### src/rtl/serial_subtractor_if.sv
// Start/done handshake and operand/result bundle for serial_subtractor.
// The ovf signal exists only when SERIAL_SUB_OVF_EN is defined.
interface serial_subtractor_if #(
   parameter int unsigned WIDTH = 8
) ();

   logic             start;
   logic [WIDTH-1:0] a;
   logic [WIDTH-1:0] b;
   logic             bin;
   logic             busy;
   logic             done;
   logic [WIDTH-1:0] diff;
   logic             bout;
`ifdef SERIAL_SUB_OVF_EN
   logic             ovf;
`endif

   modport master (
`ifdef SERIAL_SUB_OVF_EN
      input  ovf,
`endif
      output start, a, b, bin,
      input  busy, done, diff, bout
   );

   modport slave (
`ifdef SERIAL_SUB_OVF_EN
      output ovf,
`endif
      input  start, a, b, bin,
      output busy, done, diff, bout
   );

endinterface

### src/rtl/serial_subtractor.sv
// Bit-serial subtractor: diff = (a - b - bin) mod 2^WIDTH, one bit per clock, LSB first.
// Each bit uses a 3-to-8 minterm decode of {a_lsb, b_lsb, borrow}.
// Optional signed-overflow output enabled by defining SERIAL_SUB_OVF_EN.
module serial_subtractor #(
   parameter int unsigned WIDTH = 8
) (
   input logic             clk,
   input logic             rst_n,
   serial_subtractor_if.slave bus
);

   localparam int unsigned CntW = ($clog2(WIDTH + 1) < 1) ? 1 : $clog2(WIDTH + 1);

   typedef enum logic [1:0] {
      StIdle = 2'd0,
      StRun  = 2'd1,
      StDone = 2'd2
   } state_e;

   state_e            state_q, state_d;
   logic [WIDTH-1:0]  a_q, a_d;
   logic [WIDTH-1:0]  b_q, b_d;
   logic [WIDTH-1:0]  res_q, res_d;
   logic [WIDTH-1:0]  diff_q, diff_d;
   logic [CntW-1:0]   cnt_q, cnt_d;
   logic              borrow_q, borrow_d;
   logic              bout_q, bout_d;
`ifdef SERIAL_SUB_OVF_EN
   logic              ovf_q, ovf_d;
`endif

   logic [2:0]        idx;
   logic [7:0]        m;
   logic              dbit;
   logic              bbit;
   logic [WIDTH-1:0]  res_shift;
   logic              unused_m;

   // Per-bit full-subtractor via minterm decode, and result shifted in from the MSB side.
   always_comb begin
      idx       = {a_q[0], b_q[0], borrow_q};
      m         = 8'b0000_0001 << idx;
      dbit      = m[1] | m[2] | m[4] | m[7];
      bbit      = m[1] | m[2] | m[3] | m[7];
      res_shift = res_q >> 1;
      res_shift[WIDTH-1] = dbit;
   end

   assign unused_m = ^{m[0], m[5], m[6]};

   // Next-state and datapath updates; IDLE and DONE both accept a new request.
   always_comb begin
      state_d  = state_q;
      a_d      = a_q;
      b_d      = b_q;
      res_d    = res_q;
      cnt_d    = cnt_q;
      borrow_d = borrow_q;
      diff_d   = diff_q;
      bout_d   = bout_q;
`ifdef SERIAL_SUB_OVF_EN
      ovf_d    = ovf_q;
`endif
      unique case (state_q)
         StIdle, StDone: begin
            if (bus.start) begin
               a_d      = bus.a;
               b_d      = bus.b;
               borrow_d = bus.bin;
               res_d    = '0;
               cnt_d    = '0;
               state_d  = StRun;
            end else begin
               state_d  = StIdle;
            end
         end
         StRun: begin
            a_d      = a_q >> 1;
            b_d      = b_q >> 1;
            borrow_d = bbit;
            res_d    = res_shift;
            cnt_d    = cnt_q + CntW'(1);
            if (cnt_q == CntW'(WIDTH - 1)) begin
               state_d = StDone;
               diff_d  = res_shift;
               bout_d  = bbit;
`ifdef SERIAL_SUB_OVF_EN
               // borrow_q is the borrow into the MSB on this last cycle
               ovf_d   = borrow_q ^ bbit;
`endif
            end
         end
         default: state_d = StIdle;
      endcase
   end

   // State and datapath registers with synchronous active-low reset.
   always_ff @(posedge clk) begin
      if (!rst_n) begin
         state_q  <= StIdle;
         a_q      <= '0;
         b_q      <= '0;
         res_q    <= '0;
         cnt_q    <= '0;
         borrow_q <= 1'b0;
         diff_q   <= '0;
         bout_q   <= 1'b0;
`ifdef SERIAL_SUB_OVF_EN
         ovf_q    <= 1'b0;
`endif
      end else begin
         state_q  <= state_d;
         a_q      <= a_d;
         b_q      <= b_d;
         res_q    <= res_d;
         cnt_q    <= cnt_d;
         borrow_q <= borrow_d;
         diff_q   <= diff_d;
         bout_q   <= bout_d;
`ifdef SERIAL_SUB_OVF_EN
         ovf_q    <= ovf_d;
`endif
      end
   end

   assign bus.busy = (state_q == StRun);
   assign bus.done = (state_q == StDone);
   assign bus.diff = diff_q;
   assign bus.bout = bout_q;
`ifdef SERIAL_SUB_OVF_EN
   assign bus.ovf  = ovf_q;
`endif

endmodule

### src/flat_wrapper.sv
// flat-port wrapper written by rule: the top's interface ports become plain ports
module serial_subtractor_flat 
#(
   parameter int unsigned WIDTH = 8
)
  (clk, rst_n, bus_start, bus_a, bus_b, bus_bin, bus_busy, bus_done, bus_diff, bus_bout);
  serial_subtractor_if #(.WIDTH(WIDTH)) bus_i ();
  input logic clk;
  input logic rst_n;
  input wire logic [$bits(bus_i.start)-1:0] bus_start;
  input wire logic [$bits(bus_i.a)-1:0] bus_a;
  input wire logic [$bits(bus_i.b)-1:0] bus_b;
  input wire logic [$bits(bus_i.bin)-1:0] bus_bin;
  output wire logic [$bits(bus_i.busy)-1:0] bus_busy;
  output wire logic [$bits(bus_i.done)-1:0] bus_done;
  output wire logic [$bits(bus_i.diff)-1:0] bus_diff;
  output wire logic [$bits(bus_i.bout)-1:0] bus_bout;
  assign bus_i.start = bus_start;
  assign bus_i.a = bus_a;
  assign bus_i.b = bus_b;
  assign bus_i.bin = bus_bin;
  assign bus_busy = bus_i.busy;
  assign bus_done = bus_i.done;
  assign bus_diff = bus_i.diff;
  assign bus_bout = bus_i.bout;
  serial_subtractor #(.WIDTH(WIDTH)) u_core (.clk(clk), .rst_n(rst_n), .bus(bus_i));
endmodule
### config.mk
export PLATFORM = sky130hd
export DESIGN_NAME = serial_subtractor_flat
export DESIGN_NICKNAME = d
export VERILOG_FILES = /design/src/rtl/serial_subtractor_if.sv /design/src/rtl/serial_subtractor.sv /design/src/flat_wrapper.sv
export SDC_FILE = /design/constraint.sdc
export NUM_CORES = 1
export LEC_CHECK = 0
export ABC_AREA = 1
export CORE_ASPECT_RATIO = 1.5
export CORE_UTILIZATION = 45
export DETAILED_ROUTE_END_ITERATION = 6
export PLACE_DENSITY = 0.7
export REMOVE_ABC_BUFFERS = 1
export SLEW_MARGIN = 15
export SYNTH_ARGS = -nofsm -noshare
export SYNTH_HDL_FRONTEND = slang
export SYNTH_SLANG_ARGS = --single-unit
export TNS_END_PERCENT = 1
### constraint.sdc
create_clock -name clk -period 2.79 [get_ports clk]
set_input_delay 0.558 -clock clk [delete_from_list [all_inputs] [get_ports clk]]
set_output_delay 0.558 -clock clk [all_outputs]
set_load 0.02 [all_outputs]
======== Word-level counts from Yosys, hierarchy flattened ========
Index checks and enable logic that the tools add are counted.
word-level totals
  flip-flop bits (word level) ............. 40
  input bits .............................. 20
  logic and storage cells ................. 38
operators by class
  $add $sub $neg .......................... 1
  equality and inequality tests ........... 5
  shifts and indexed selects .............. 1
  mux-type cells .......................... 13
  bitwise gates (word level) .............. 5
  reduce and logical (&&, ||, !) cells .... 5
operators with widths
  kind                 number
  $pmux 8 s2           3
  $mux 8               3
  $pmux 4 s2           1
  $shl 1x3->8 const A  1
  $or 1x1->1           5
  $add 4x1->4 const B  1
  $eq 4x3->1 const B   1
  $mux 4               1
  $pmux 2 s2           1
  $reduce_and 2->1     2
  $eq 2x1->1 const B   1
  $eq 2x2->1 const B   1
  $logic_not 2->1      1
  $mux 1               2
  $mux 2               1
  $ne 2x1->1 const B   1
  $ne 2x2->1 const B   1
  $pmux 1 s2           1
  $reduce_bool 2->1    1
  $reduce_or 2->1      1

======== Depth between registers and ports, before layout ========
Gate-level depths: netlist of the first run.
  word-level depth ........................ 5
  mapped depth ............................ 7
  depth with buffers taken out ............ 6

======== Worst setup path before layout of the first run ========
OpenSTA, ideal clock, no wires.
  path type ............................... register -> output
  start ................................... register u_core.state_q[1]
  end ..................................... output port bus_done
  data arrival time ....................... 0.918 ns
  required time ........................... 2.232 ns
  setup slack ............................. 1.314 ns
  cell stages (with the launch flop) ...... 4
  path buffers ............................ 1
  cell sequence ........................... dfxtp_1 -> inv_2 -> buf_2 -> nor2_1
on the way
  word-level cells in the longest chain between the ends .. 1
ends and longest elaborated chain
  what                    line                      RTL
  start, declared         serial_subtractor.sv:20   state_e state_q, state_d;
  start signal, assigned  serial_subtractor.sv:100  state_q <= StIdle;
  start signal, assigned  serial_subtractor.sv:112  state_q <= state_d;
  $eq 2x2->1              serial_subtractor.sv:127  assign bus.done = (state_q == StDone);
  end, declared           flat_wrapper.sv:15        output wire logic [$bits(bus_i.done)-1:0] bus_done;
Every way passes these cells.

======== Final worst setup path of the first run ========
  start ................................... register u_core.state_q[0]
  end ..................................... output port bus_busy
on the way
  word-level cells in the longest chain between the ends .. 1
ends and longest elaborated chain
  what           line                      RTL
  $eq 2x1->1     serial_subtractor.sv:126  assign bus.busy = (state_q == StRun);
  end, declared  flat_wrapper.sv:14        output wire logic [$bits(bus_i.busy)-1:0] bus_busy;
Every way passes these cells.

==> results of run 1 <==
## flip-flops by register name, indices dropped and copies added, names as in the netlist
name	cells
u_core.bus.diff	8
u_core.state_q	2
u_core.res_q	7
u_core.cnt_q	4
u_core.b_q	8
u_core.bus.bout	1
u_core.borrow_q	1
u_core.a_q	8
## worst max-delay path, stage by stage, from the launching register on
cell             delay, ns
dfxtp_1               0.38
inv_4                 0.11
nor2_4                0.30
clkdlybuf4s50_1       0.67
## cells in the mapped netlist, types with 2 or more instances
library cell  count  area share, %
nand3_1          76             21
nand2_1          40            8.3
dfxtp_1          39             43
a21oi_1          28            7.8
inv_1            21            4.4
nor2_1           11            2.3
buf_2             5            1.4
buf_6             4            2.5
clkbuf_1          3           0.62
buf_4             2           0.83
nand2_4           2            1.2
o21ai_0           2           0.55
## through the flow
step	power [mW]	area (sq um)	hold slack (ns)	setup WS, ns
floorplan	0.6876	1688	0.4560	1.074
global placement	0.7521	2072	0.4574	0.8046
detailed placement	0.7533	2072	0.4623	0.7980
CTS	1.134	2161	0.4743	0.4627
global route	1.180	2161	0.4876	0.3858
finish	1.123	2161	0.4703	0.4796
## cell families (layout without fill, tap and decap cells)
family,Yosys count,in the layout,synth area share (%)
AOI/OAI and AO/OA,30,30,8.304
buffers and inverters,40,66,11.76
adders and majority gates,2,2,1.799
DFF,39,39,43.18
and+or+nand+nor,132,132,34.95
## worst paths after layout
kind                      startpoint                 end  slack (ns)  cells past startpoint
hold reg to reg   u_core.bus.diff[7]  u_core.bus.diff[7]        0.47                      2
setup / recovery   u_core.state_q[0]            bus_busy        0.48                      3
hold / removal    u_core.bus.diff[7]  u_core.bus.diff[7]        0.47                      2
setup reg to reg   u_core.state_q[1]  u_core.bus.diff[7]        1.43                      5
## area by class of cell
type / instances / share of cell area (%)
tap: 43 / 2.490
clock buffer: 5 / 3.185
timing repair buffer: 34 / 15.29
sequential: 39 / 36.13
inverter: 24 / 4.285
clock inverter: 3 / 0.9265
multi-input combinational: 164 / 37.70
## per-layer routing
layer	vias up	track usage (%)	part of all wire [%]
li1	853	-	-
met1	763	24.44	44
met2	38	33.33	51
met3	5	5.143	3.4
met4	0	8.684	1.6
met5	-	0	0
## power by group
group | internal [mW] | leakage [nW] | switching (mW)
Sequential | 0.578 | 0.318 | 0.0135
Combinational | 0.0614 | 0.528 | 0.0865
Clock | 0.174 | 0.0402 | 0.210
Total | 0.813 | 0.886 | 0.310
==> results_dict.tcl, run 1 <==
set metrics [dict create \
    tightest_slew_ns 0.3658 \
    yosysWarnings 0 \
    finalCritPeriodShare_pct 82.81 \
    grt_max_degree 30 \
    p_leak_nw 0.8858 \
    slew_headroom_pct 75.54 \
    dp_hpwl_um 2343 \
    n_fill_cell 361 \
    final_cell_mix "nand3_1 (76), nand2_1 (40), dfxtp_1 (39)" \
    first_iter_violations 65 \
    gr-usage-all-layers_pct 20.44 \
    drive_above_1_share_pct 7.063 \
    stdcell_count 312 \
    period_needed_ns 2.310 \
    rsz0062_at_grt "no" \
    diodes 0 \
    tritoncts "built" \
    post_cts_buffers 0 \
    htree_levels 2 \
    num_rows 27 \
    slew_violations 0 \
    drt-pass1-iter-count 4 \
    wl_per_cell_um 11.69 \
    root_buffer "clkbuf_8" \
    critPathArrivalTime_ns 1.75 \
    syn_to_final_growth_pct 19.52 \
    clk_latency_ns 0.29 \
    setup_viol_count_final 0 \
    antenna_found_initial 0 \
    start_util_pct 48.21 \
    synth_seq_cells 39 \
    synth_cells 243 \
    cts.repair.resized 0 \
    avgSynthCellArea_sq_um 7.440 \
    final_common_cell "nand3_1" \
    hold_path.class "reg2reg" \
    timing.final.hold_violations 0 \
    grt_pass1_vias 1489 \
    gr-total-overflow 0 \
    path_clk_slew_ns 0.08 \
    die_h_um 79.63 \
    grt_first_pass_wirelength_um 6465 \
    utilization_pct 57.62 \
    viasPerCell 5.317 \
    crit_path_start_kind "flip-flop" \
    dieArea_sq_mm 0.004281 \
    vias 1659 \
    wl_um 3648 \
    setup_tns_ns 0 \
    drc 0 \
    crit_fanout 17 \
    placed_cells 304 \
    ir_drop_v 0.0003479 \
    cts_hold_buf 0 \
    dieWidth_um 53.76 \
    clkSinkCount 39 \
    end_kind "output port" \
    ios 31 \
    fmax_mhz 432.8 \
    synth_area_sq_mm 0.001808 \
    core_area_sq_mm 0.003750 \
    synth_edf_count 0 \
    yosysSeqAreaShare_pct 43.18 \
    place_congestion 0.7719 \
    fin_nets 290 \
    synth-main-ff-cell "dfxtp_1" \
    ff_latch_area_sq_um 780.7 \
    ys_types 22 \
    crit_required_ns 2.23 \
    io_buffer_count 30 \
    crit_type "reg2out" \
    drv_cap 0 \
    p_per_area_mw_per_mm2 519.9 \
    async_reset_ff_share_pct 0 \
    outcome "completed" \
    final_antenna_net_count 0 \
    multiInputGateArea_sq_um 814.5 \
    cts_inserted_buffers 5 \
    clockBufferDepth 2 \
    finClkSkew_ns 0.004077 \
]
No activity file was read; power rests on OpenSTA's default activity.
==> run 2: changes to the inputs <==
clock period = 2.2 ns   (was 2.79 ns; I/O delays follow)
==> run 2 against run 1 <==
Compared with the run above: design area up 0.12%; sequential cell count unchanged; global-route usage up 0.28 points; die area unchanged; first-iteration DRC count down 6.2%; sequential share of layout area about the same; register-to-register slack worse by 0.62 ns; utilization up 0.067 points; setup slack worse by 0.35 ns; non-clock buffer count up 1; critical path type unchanged; highest routed layer unchanged; critical path depth unchanged; clock power up 20%; critical endpoint is now bus_done.
==> results_dict.tcl, run 2 (synthesis gave the netlist of run 1 again) <==
set metrics [dict create \
    preCtsSetupSlack_ns 0.4184 \
    post_cts_buffers 0 \
    place_congestion 0.7945 \
    setup_viol_count_final 0 \
    gr-usage-met3_pct 4.571 \
    timing.final.hold_violations 0 \
    outcome "completed" \
    tritoncts "built" \
    critPathArrivalTime_ns 1.63 \
    diodes 0 \
    dieArea_sq_mm 0.004281 \
    cts_inserted_buffers 5 \
    io_buffer_count 30 \
    final_common_cell "nand3_1" \
    num_rows 27 \
    slew_violations 0 \
    setup_tns_ns 0 \
    dieWidth_um 53.76 \
    r2r-start "u_core.state_q[0]" \
    met1_usage_pct 24.17 \
    busiest_layer "met2" \
    tightest_slew_ns 0.3641 \
    crit_fanout 17 \
    crit_path_start_kind "flip-flop" \
    gr-total-overflow 0 \
    clockBufferDepth 2 \
    drt-pass1-iter-count 6 \
    p_per_area_mw_per_mm2 647.5 \
    rrSetupSlack_ns 0.81 \
    syn_to_final_growth_pct 19.65 \
    grt_pass1_vias 1459 \
    drv_cap 0 \
    cp_slowest_stage_delay_ns 0.62 \
    start_util_pct 48.21 \
    wl_um 3616 \
    gr-usage-all-layers_pct 20.72 \
    period_needed_ns 2.070 \
    fin_nets 291 \
    die_h_um 79.63 \
    dp_hpwl_um 2379 \
    hold_depth 2 \
    finalCritPeriodShare_pct 94.09 \
    design_area_sq_mm 0.002163 \
    grt_first_pass_wirelength_um 6403 \
    power_mw 1.401 \
    hold_ws_ns 0.4682 \
    clkSinkCount 39 \
    rsz0062_at_grt "no" \
    min-delay-start "u_core.bus.diff[1]" \
    grt_max_degree 30 \
    placed_cell_area_sq_mm 0.002079 \
    finClkSkew_ns 0.005281 \
    hold_path.class "reg2reg" \
    drive_above_1_share_pct 7.407 \
    viasPerCell 5.182 \
    htree_levels 2 \
    root_buffer "clkbuf_8" \
    vias 1622 \
    path_cells "inv_2 -> nor2_1 -> clkdlybuf4s50_1" \
    met2_usage_pct 33.83 \
    clk_latency_ns 0.29 \
    rr_worst_depth 5 \
    antenna_found_initial 0 \
    worst_slack_ns 0.1300 \
    drc 0 \
    crit_type "reg2out" \
    ios 31 \
    fmax_mhz 483.1 \
    final_antenna_net_count 0 \
    reg2reg_to "u_core.bus.bout" \
    critPathSlowestCell "clkdlybuf4s50_1" \
    wl_per_cell_um 11.55 \
    path_clk_slew_ns 0.07 \
    final_cell_mix "nand3_1 (76), nand2_1 (40), dfxtp_1 (39)" \
    ir_drop_v 0.0005193 \
    cts_hold_buf 0 \
    worstHoldEndpoint "u_core.bus.diff[1]" \
    slew_headroom_pct 75.65 \
    crit_required_ns 1.76 \
    first_iter_violations 61 \
    core_area_sq_mm 0.003750 \
    cts.repair.resized 0 \
    end_kind "output port" \
    p_leak_nw 0.8985 \
]
[run 2: cell count changes in the layout (fill, tap and decap cells not counted)]
cell,before,now
clkinv_2,1,3
buf_4,4,5
clkinvlp_4,2,0
[run 2: final cells by class]
class | instances | area, sq um
fill | 352 | 1587
clock inverter | 3 | 15.01
timing repair buffer | 35 | 337.8
sequential | 39 | 780.7
tap | 43 | 53.80
clock buffer | 5 | 68.82
inverter | 24 | 92.59
multi-input combinational | 164 | 814.5
[run 2: metal layers]
layer | routed length, um | vias up
met3 | 115 | 9
met1 | 1550 | 719
met2 | 1848 | 40
met4 | 102 | 0
met5 | 0 | -
li1 | - | 854
[run 2: worst max-delay path by stage]
stage,endpoint,startpoint,cells after the start
floorplan,bus_busy,u_core.state_q[0],2
global placement,bus_done,u_core.state_q[1],3
detailed placement,u_core.cnt_q[3],bus_start,6
CTS,bus_done,u_core.state_q[1],3
global route,bus_done,u_core.state_q[1],3
finish,bus_done,u_core.state_q[1],3
[run 2: worst max-delay path, delay by kind of cell, from the launching register on]
| family | cells | cell delay [ns] |
|---|---|---|
| buffers and inverters | 2 | 0.79 |
| DFF | 1 | 0.39 |
| and+or+nand+nor | 1 | 0.16 |
[run 2: power breakdown]
group | switching [mW] | total, mW | internal (mW)
combinational | 0.109 | 0.189 | 0.0802
clock | 0.243 | 0.460 | 0.217
sequential | 0.0186 | 0.752 | 0.733
total | 0.371 | 1.40 | 1.03
[run 2: stage by stage]
stage / util (%) / cells
after global routing: 57.69 / 313
after global placement: 55.46 / 305
after floorplan: - / 227
after CTS: 57.69 / 313
after detailed placement: 55.46 / 305
final: 57.69 / 313
==> run 3: changes to the inputs <==
ABC_AREA = 0   (was 1)
PLACE_DENSITY = 0.71   (was 0.7)
==> run 3 against run 2 <==
Compared with the run above: clock-buffer cell count up 2; via count is 17% lower; setup slack improved by 0.19 ns; critical path type unchanged; critical endpoint is now bus_busy.
==> results_dict.tcl, run 3 <==
set metrics [dict create \
    dr.max_layer_used "met4" \
    syn_to_final_growth_pct 24.17 \
    htree_levels 2 \
    worstHoldEndpoint "u_core.bus.diff[2]" \
    setup_tns_ns 0 \
    setup_viol_count_final 0 \
    drc 0 \
    crit_type "reg2out" \
    startpoint "u_core.state_q[1]" \
    ir_drop_v 0.0005313 \
    dieWidth_um 51.00 \
    rrSetupSlack_ns 0.79 \
    synth-main-ff-cell "dfxtp_1" \
    drv_cap 0 \
    yosysSeqAreaShare_pct 48.19 \
    root_buffer "clkbuf_8" \
    avgSynthCellArea_sq_um 9.002 \
    viasPerCell 5.390 \
    cp_top_family "buffers and inverters" \
    design_area_sq_mm 0.002012 \
    diodes 0 \
    wl_met1_um 1297 \
    synth_seq_cells 39 \
    hold_path.class "reg2reg" \
    wl_um 3104 \
    path_cells "nand2b_2 -> inv_2 -> clkdlybuf4s50_1" \
    min-delay-start "u_core.bus.diff[2]" \
    tightest_slew_ns 0.3448 \
    end_kind "output port" \
    place_congestion 0.6716 \
    post_cts_buffers 0 \
    final_common_cell "dfxtp_1" \
    fmax_mhz 533.1 \
    ios 31 \
    dp_hpwl_um 2060 \
    num_rows 26 \
    cts.repair.resized 0 \
    slew_violations 0 \
    dieArea_sq_mm 0.003850 \
    grt_pass1_vias 1252 \
    cts_inserted_buffers 5 \
    synth_edf_count 0 \
    ys_types 23 \
    drt-pass1-iter-count 5 \
    clockBufferDepth 2 \
    rr_worst_depth 4 \
    finClkSkew_ns 0.004487 \
    path_clk_slew_ns 0.07 \
    gr-total-overflow 0 \
    async_reset_ff_share_pct 0 \
    final_antenna_net_count 0 \
    yosysWarnings 0 \
    critPathSlowestCell "clkdlybuf4s50_1" \
    synthTopCellsByCount "dfxtp_1 (39), a21oi_1 (28), nand3_1 (27)" \
    first_iter_violations 42 \
    synth_top_area_share_pct 48.19 \
    wl_met3_um 165 \
    drive_above_1_share_pct 8.134 \
    cts_hold_buf 0 \
    final_cell_mix "dfxtp_1 (39), clkdlybuf4s50_1 (30), a21oi_1 (28)" \
    cp_slowest_stage_delay_ns 0.60 \
    start_util_pct 47.44 \
    grt_max_degree 30 \
    io_buffer_count 30 \
    p_leak_nw 0.7090 \
    crit_fanout 2 \
    die_h_um 75.49 \
    tritoncts "built" \
    hold_depth 2 \
    reg2reg_to "u_core.cnt_q[2]" \
    outcome "completed" \
    fin_nets 230 \
    r2r-start "u_core.state_q[1]" \
    vias 1353 \
    placed_cell_area_sq_mm 0.001931 \
    period_needed_ns 1.876 \
    power_mw 1.371 \
    synth_top_area_cell "dfxtp_1" \
    critPathArrivalTime_ns 1.44 \
    wl_met2_um 1598 \
    p_per_area_mw_per_mm2 681.3 \
    core_area_sq_mm 0.003416 \
    clk_latency_ns 0.29 \
    post-synth-top-count-cell "dfxtp_1" \
    synth_cells 180 \
    grt_first_pass_wirelength_um 5188 \
    crit_required_ns 1.76 \
    timing.final.hold_violations 0 \
    antenna_found_initial 0 \
    clkSinkCount 39 \
    synth_area_sq_mm 0.001620 \
    wl_per_cell_um 12.37 \
    gr-usage-all-layers_pct 18.02 \
    slew_headroom_pct 77.01 \
    crit_path_start_kind "flip-flop" \
    rsz0062_at_grt "no" \
    synth_area_leaders "dfxtp_1 (48%), a21oi_1 (8.6%), nand3_1 (8.3%)" \
    finalCritPeriodShare_pct 85.27 \
    cp.buffers_inverters 2 \
]
## run 3: changes by cell type in the layout (fill, tap and decap cells not counted), moves of 5 or more
cell      change
nand3_1      -49
inv_1        -19
a22oi_1      +15
nand2_1      -14
mux2i_1      +10
nor2_1       -10
nand2b_1      +5
## run 3: layout make-up
type	instances	area (sq um)
Fill cell	322	1404
Clock inverter	1	5.005
Timing Repair Buffer	36	345.3
Clock buffer	7	76.32
Inverter	3	11.26
Multi-Input combinational cell	123	740.7
Tap cell	42	52.55
Sequential cell	39	780.7
## run 3: through the flow
step                hold slack (ns)  std cells  utilization (%)  setup slack, ns
detailed placement           0.4495        243            56.52           0.5321
floorplan                    0.4383        165                -           0.6044
global placement             0.4404        243            56.52           0.5664
finish                       0.4572        251            58.90           0.3241
global route                 0.4833        251            58.90           0.2753
CTS                          0.4590        251            58.90           0.3099
## run 3: cell families after synthesis
group,count (synthesis),share of synthesized area [%]
fa+ha+maj,2,2.008
flops,39,48.19
mux,11,7.104
buf+inv,18,6.100
compound gates,44,16.37
simple gates,66,20.23
## run 3: per-layer routing
metal  GRT usage, %  vias to the layer above
li1               -                      685
met1          18.88                      622
met2          33.04                       40
met3          4.990                        6
met4          8.333                        0
met5              0                        -
## run 3: worst max-delay path by stage
stage | end | slack, ns | depth (start not counted)
6_report | bus_busy | 0.32 | 3
5_1_grt | bus_busy | 0.28 | 3
4_1_cts | bus_busy | 0.31 | 3
3_5_place_dp | u_core.b_q[5] | 0.53 | 5
3_3_place_gp | u_core.a_q[4] | 0.57 | 5
2_1_floorplan | u_core.cnt_q[2] | 0.60 | 3
## run 3: where the power goes
group | leakage [nW] | switching [mW] | internal [mW]
clock | 0.0422 | 0.229 | 0.222
sequential | 0.317 | 0.0165 | 0.733
combinational | 0.349 | 0.0915 | 0.0780
total | 0.709 | 0.337 | 1.03
## run 3: worst min-delay path, delay by kind of cell, from the launching register on
kind | cells | cell delay, ns
flip-flops | 1 | 0.31
AND/OR/NAND/NOR | 1 | 0.05
multiplexers | 1 | 0.05
==> RTL change 1 (flow settings as in run 2) <==
`WIDTH` is set to 8 in 3 places; all go to 4.
--- a/src/rtl/serial_subtractor_if.sv
+++ b/src/rtl/serial_subtractor_if.sv
@@ -2,5 +2,5 @@
 // The ovf signal exists only when SERIAL_SUB_OVF_EN is defined.
 interface serial_subtractor_if #(
-   parameter int unsigned WIDTH = 8
+   parameter int unsigned WIDTH = 4
 ) ();
 
--- a/src/rtl/serial_subtractor.sv
+++ b/src/rtl/serial_subtractor.sv
@@ -3,5 +3,5 @@
 // Optional signed-overflow output enabled by defining SERIAL_SUB_OVF_EN.
 module serial_subtractor #(
-   parameter int unsigned WIDTH = 8
+   parameter int unsigned WIDTH = 4
 ) (
    input logic             clk,
--- a/src/flat_wrapper.sv
+++ b/src/flat_wrapper.sv
@@ -2,5 +2,5 @@
 module serial_subtractor_flat 
 #(
-   parameter int unsigned WIDTH = 8
+   parameter int unsigned WIDTH = 4
 )
   (clk, rst_n, bus_start, bus_a, bus_b, bus_bin, bus_busy, bus_done, bus_diff, bus_bout);
Interface: changed (resized bus_a, bus_b and bus_diff); port bits go from 31 to 19. The function was not compared with the original's and may differ.
==> RTL change 1 against run 2 <==
Total power decreased by 36%; sequential cell count decreased by 17; die area decreased by 40%; synthesized cell count decreased by 42%; worst hold slack improved by 0.0085 ns; worst setup slack improved by 0.0023 ns; routed wire length decreased by 46%; area after synthesis decreased by 41%; non-clock buffer count decreased by 15; critical path depth decreased by 1; maximum frequency increased by 0.11%; count of clock-buffer cells in the layout decreased by 2; design area decreased by 41%; critical endpoint is now bus_busy; largest power group unchanged.
==> RTL change 1: results (changes against run 2) <==
| Metric | Value |
|---|---|
| Status | `finished, final reports clean` |
| Layout cell share with drive strength beyond 1 | `6.88% (-0.53 points)` |
| Final HPWL DP | `1450 um (-39%)` |
| Fill count | `212 (-40%)` |
| CTS buffer count | `3 (-2)` |
| Vias in the first global route | `848 (-42%)` |
| Register area share after synthesis | `41.0% (-2.2 points)` |
| Ys Warns | `0 (unchanged)` |
| Crit path max fanout | `18 (+1)` |
| Post-synth ARST share | `0% (unchanged)` |
| DR vias | `939 (-42%)` |
| Total GRT Usage | `17.8% (-2.9 points)` |
| Area contributors post-synth | `dfxtp_1, nand3_1, nand2_1, inv_1, a21oi_1` |
| Clk slew on worst S/H paths | `0.13 ns (+0.06 ns)` |
| Pin count of the biggest net entering global routing | `25 (-17%)` |
| Post-CTS sizing | `0 (unchanged)` |
| Diodes inserted | `0 (unchanged)` |
| Max Clock Skew | `0.00959 ns (+0.00431 ns)` |
| Area after DPL | `0.00122 mm2 (-41%)` |
| Crit path DAT | `1.63 ns (about the same)` |
| Synth cell count leaders | `nand2_1, nand3_1, dfxtp_1, inv_1, a21oi_1` |
| Leakage | `0.000578 uW (-36%)` |
| Die Width | `41.9 um (-22%)` |
| Hold WC Path Type | `reg2reg` |
| Number of post-CTS setup repair buffers | `0 (unchanged)` |
| P_sw | `222 uW (-40%)` |
| First-pass GRT wire length | `3550 um (-45%)` |
| IO Port Bufs | `18 (-40%)` |
| Worst skew pair latency | `0.31 ns (+0.02 ns)` |
| Root Driver | `clkbuf_4` |
| Netlist cell types | `20 (-9.1%)` |
| H-tree level count | `1 (-1)` |
| Main synth FF type | `dfxtp_1` |
| Initial antenna violation count | `0 (unchanged)` |
| Drt initial violations | `16 (-74%)` |
| Max VDD drop | `0.430 mV (-17%)` |
| Wire per inst | `10.8 um (-6.8%)` |
| Placer Congestion | `0.792 (-0.30%)` |
| Pre-Repair DR Iteration Count | `4 (-2)` |
| Layout Nets | `176 (-40%)` |
| Worst-margin pin slew | `0.266 ns (-0.0981 ns)` |
| CTS max path bufs | `2 (unchanged)` |
## RTL change 1: layer usage
layer | routed length, um | global-route usage, % | vias up
li1 | - | - | 483
met1 | 857 | 21.1 | 430
met2 | 997 | 31.5 | 24
met3 | 101 | 4.34 | 2
met4 | 14 | 6.91 | 0
met5 | 0 | 0 | -
## RTL change 1: area by class of cell
cell class                      count  area share [%]
Clock buffer                        3            1.76
Clock inverter                      1            2.35
Inverter                           23            6.96
Multi-Input combinational cell     91            36.9
Sequential cell                    22            34.5
Tap cell                           23            2.25
Timing Repair Buffer               20            15.3
## RTL change 1: cell families (layout without fill, tap and decap cells)
family	Yosys count	after routing	share of synthesized area (%)
and+or+nand+nor	75	75	33.6
buffers and inverters	29	47	15.2
DFF	22	22	41.0
AOI/OAI and AO/OA	13	13	6.06
adders and majority gates	3	3	4.20
## RTL change 1: power by group through the flow
stage	logic (uW)	registers, uW	clock network [uW]
2_1_floorplan	96.3	443	0
3_3_place_gp	150	442	0
3_5_place_dp	152	442	0
4_1_cts	153	434	314
5_1_grt	174	437	336
6_report	151	433	308
## RTL change 1: path summary, 6_finish.rpt
check	slack [ns]	depth (start not counted)	endpoint	from
max	0.13	2	bus_busy	u_core.state_q[1]
min reg2reg	0.48	2	u_core.bus.diff[0]	u_core.bus.diff[0]
max reg2reg	0.97	5	u_core.bus.bout	u_core.cnt_q[0]
min	0.48	2	u_core.bus.diff[0]	u_core.bus.diff[0]
## RTL change 1: per-stage QoR
stage / hold WS, ns / std cells / power [uW] / util, % / setup slack [ns]
2_1_floorplan: 0.428 / 136 / 539 / - / 0.914
3_3_place_gp: 0.440 / 179 / 592 / 54.8 / 0.493
3_5_place_dp: 0.460 / 179 / 594 / 54.8 / 0.473
4_1_cts: 0.477 / 183 / 901 / 57.1 / 0.117
5_1_grt: 0.496 / 183 / 947 / 57.1 / 0.0186
6_report: 0.477 / 183 / 893 / 57.1 / 0.132
## RTL change 1: critical path, stage by stage, from the launching register on
cell	delay, ns
dfxtp_1	0.40
nor2_8	0.26
clkdlybuf4s50_1	0.65
==> RTL change 2 (settings of run 2) <==
Made on the original files. Take the reset off `res_q` and load it in a clocked block of its own.
--- a/src/rtl/serial_subtractor.sv
+++ b/src/rtl/serial_subtractor.sv
@@ -101,5 +101,4 @@
          a_q      <= '0;
          b_q      <= '0;
-         res_q    <= '0;
          cnt_q    <= '0;
          borrow_q <= 1'b0;
@@ -113,5 +112,4 @@
          a_q      <= a_d;
          b_q      <= b_d;
-         res_q    <= res_d;
          cnt_q    <= cnt_d;
          borrow_q <= borrow_d;
@@ -122,4 +120,8 @@
 `endif
       end
+   end
+
+   always_ff @(posedge clk) begin
+      res_q <= res_d;
    end
 
Behaviour: same outputs for any inputs over 10 cycles, from zero or initial values and one cycle with rst_n low; that may be too few to reach the edited logic, so the function may still have changed.
==> RTL change 2 against run 2 <==
Design area is 2.5% higher; largest cell class is now registers; total power is 14% higher; sequential cell count is the same; die area decreased by 2.8%; global-route usage decreased by 1.5 points; routed wire length down 4.4%; area after synthesis decreased by 2.9%; worst setup slack improved by 0.088 ns.
==> RTL change 2: results (changes against run 2) <==
| Metric | Value |
|---|---|
| Placer Congestion | `0.850 (+7.0%)` |
| Ys Warns | `0 (unchanged)` |
| R2r setup slk | `0.60 ns (-0.21 ns)` |
| Synth Area in Compound Gates | `6.56% (-1.7 points)` |
| Final HPWL DP | `2300 um (-3.3%)` |
| Pin count of the biggest net entering global routing | `21 (-30%)` |
| Clk pwr | `599 uW (+30%)` |
| FF-to-FF path depth | `6 (+1)` |
| Met2 Track Usage GR | `32.2% (-1.7 points)` |
| Max Clock Skew | `0.00752 ns (+0.00224 ns)` |
| Total GRT Usage | `19.2% (-1.5 points)` |
| Synth cell count leaders | `nand3_1, nand2_1, dfxtp_1, inv_1, a21oi_1` |
| Number of post-CTS setup repair buffers | `0 (unchanged)` |
| Internal | `1200 uW (+16%)` |
| Mux contribution to synthesized area | `0% (unchanged)` |
| Max VDD drop | `0.522 mV (+0.45%)` |
| Wire length on met2 | `1700 um (-7.8%)` |
| H-tree level count | `2 (unchanged)` |
| Rel. slew slack | `57.0% (-19 points)` |
| Leakage | `0.000946 uW (+5.3%)` |
| Post-synth EDFFs | `7 (+7)` |
| Area contributors post-synth | `dfxtp_1, nand3_1, edfxtp_1, nand2_1, a21oi_1` |
| Drt initial violations | `41 (-33%)` |
| Initial antenna violation count | `0 (unchanged)` |
| Vias in the first global route | `1,374 (-5.8%)` |
| Hold WC Path Type | `reg2reg` |
| Routing usage on met1 | `22.6% (-1.6 points)` |
| Top-count cell post-synth | `nand3_1` |
| Layout Nets | `286 (-1.7%)` |
| Area after DPL | `0.00211 mm2 (+1.3%)` |
| WL final | `3460 um (-4.4%)` |
| Synth Area in Adders | `1.85% (+0.054 points)` |
| Register area share after synthesis | `48.5% (+5.3 points)` |
| First-pass GRT wire length | `5980 um (-6.6%)` |
| Layout cell share with drive strength beyond 1 | `7.92% (+0.52 points)` |
| Clk slew on worst S/H paths | `0.08 ns` |
| WL met3 | `111 um (-3.5%)` |
| Crit path DAT | `1.54 ns (-0.09 ns)` |
| Pre-Repair DR Iteration Count | `4 (-2)` |
| Post-synth ARST share | `0% (unchanged)` |
| Post-CTS sizing | `0 (unchanged)` |
| Reg power frac | `49.8% (-3.9 points)` |
| Netlist cell types | `17 (-23%)` |
| DR vias/cell | `5.05 (-2.5%)` |
| CP delay by family, top | `buffers and inverters` |
| Status | `finished, final reports clean` |
| Met3 Use GR | `5.23% (+0.66 points)` |
| WL met1 | `1590 um (+2.5%)` |
==> RTL change 2: changes by cell type after synthesis, moves of 4 or more <==
cell      change
dfxtp_1       -7
nand2_1       -5
nand3_1       -7
nor2_1        +7
edfxtp_1      +7
a21oi_1       -7
buf_6         -4
inv_1         +7
==> RTL change 2: metrics by stage <==
stage / instances / worst slack (ns) / total power (uW) / hold WS, ns / utilization [%]
2_1_floorplan: 219 / 0.353 / 910 / 0.459 / -
3_3_place_gp: 300 / 0.454 / 1010 / 0.459 / 56.7
3_5_place_dp: 300 / 0.435 / 1010 / 0.462 / 56.7
4_1_cts: 308 / 0.199 / 1610 / 0.474 / 59.7
5_1_grt: 308 / 0.144 / 1670 / 0.491 / 59.7
6_report: 308 / 0.218 / 1590 / 0.473 / 59.7
==> RTL change 2: worst reg2reg max path, delay by kind of cell, from the launching register on <==
kind,cells,cell delay (ns)
buffers and inverters,2,0.50
AND/OR/NAND/NOR,4,0.72
flip-flops,1,0.33
==> RTL change 2: final cells by class <==
cell class	instances	area [um2]
inverters	30	113
repair buffers	38	373
clock buffers	5	68.8
well taps	43	53.8
multi-input cells	150	716
clock inverters	3	43.8
fillers	384	1500
flip-flops and latches	39	851
==> RTL change 2: how the worst min path moves through the flow <==
stage | startpoint | to | depth (start not counted)
finish | u_core.bus.diff[4] | u_core.bus.diff[4] | 2
global placement | u_core.bus.diff[2] | u_core.bus.diff[2] | 2
floorplan | u_core.cnt_q[0] | u_core.cnt_q[0] | 1
CTS | u_core.bus.diff[4] | u_core.bus.diff[4] | 2
global route | u_core.bus.diff[4] | u_core.bus.diff[4] | 2
detailed placement | u_core.bus.diff[4] | u_core.bus.diff[4] | 2
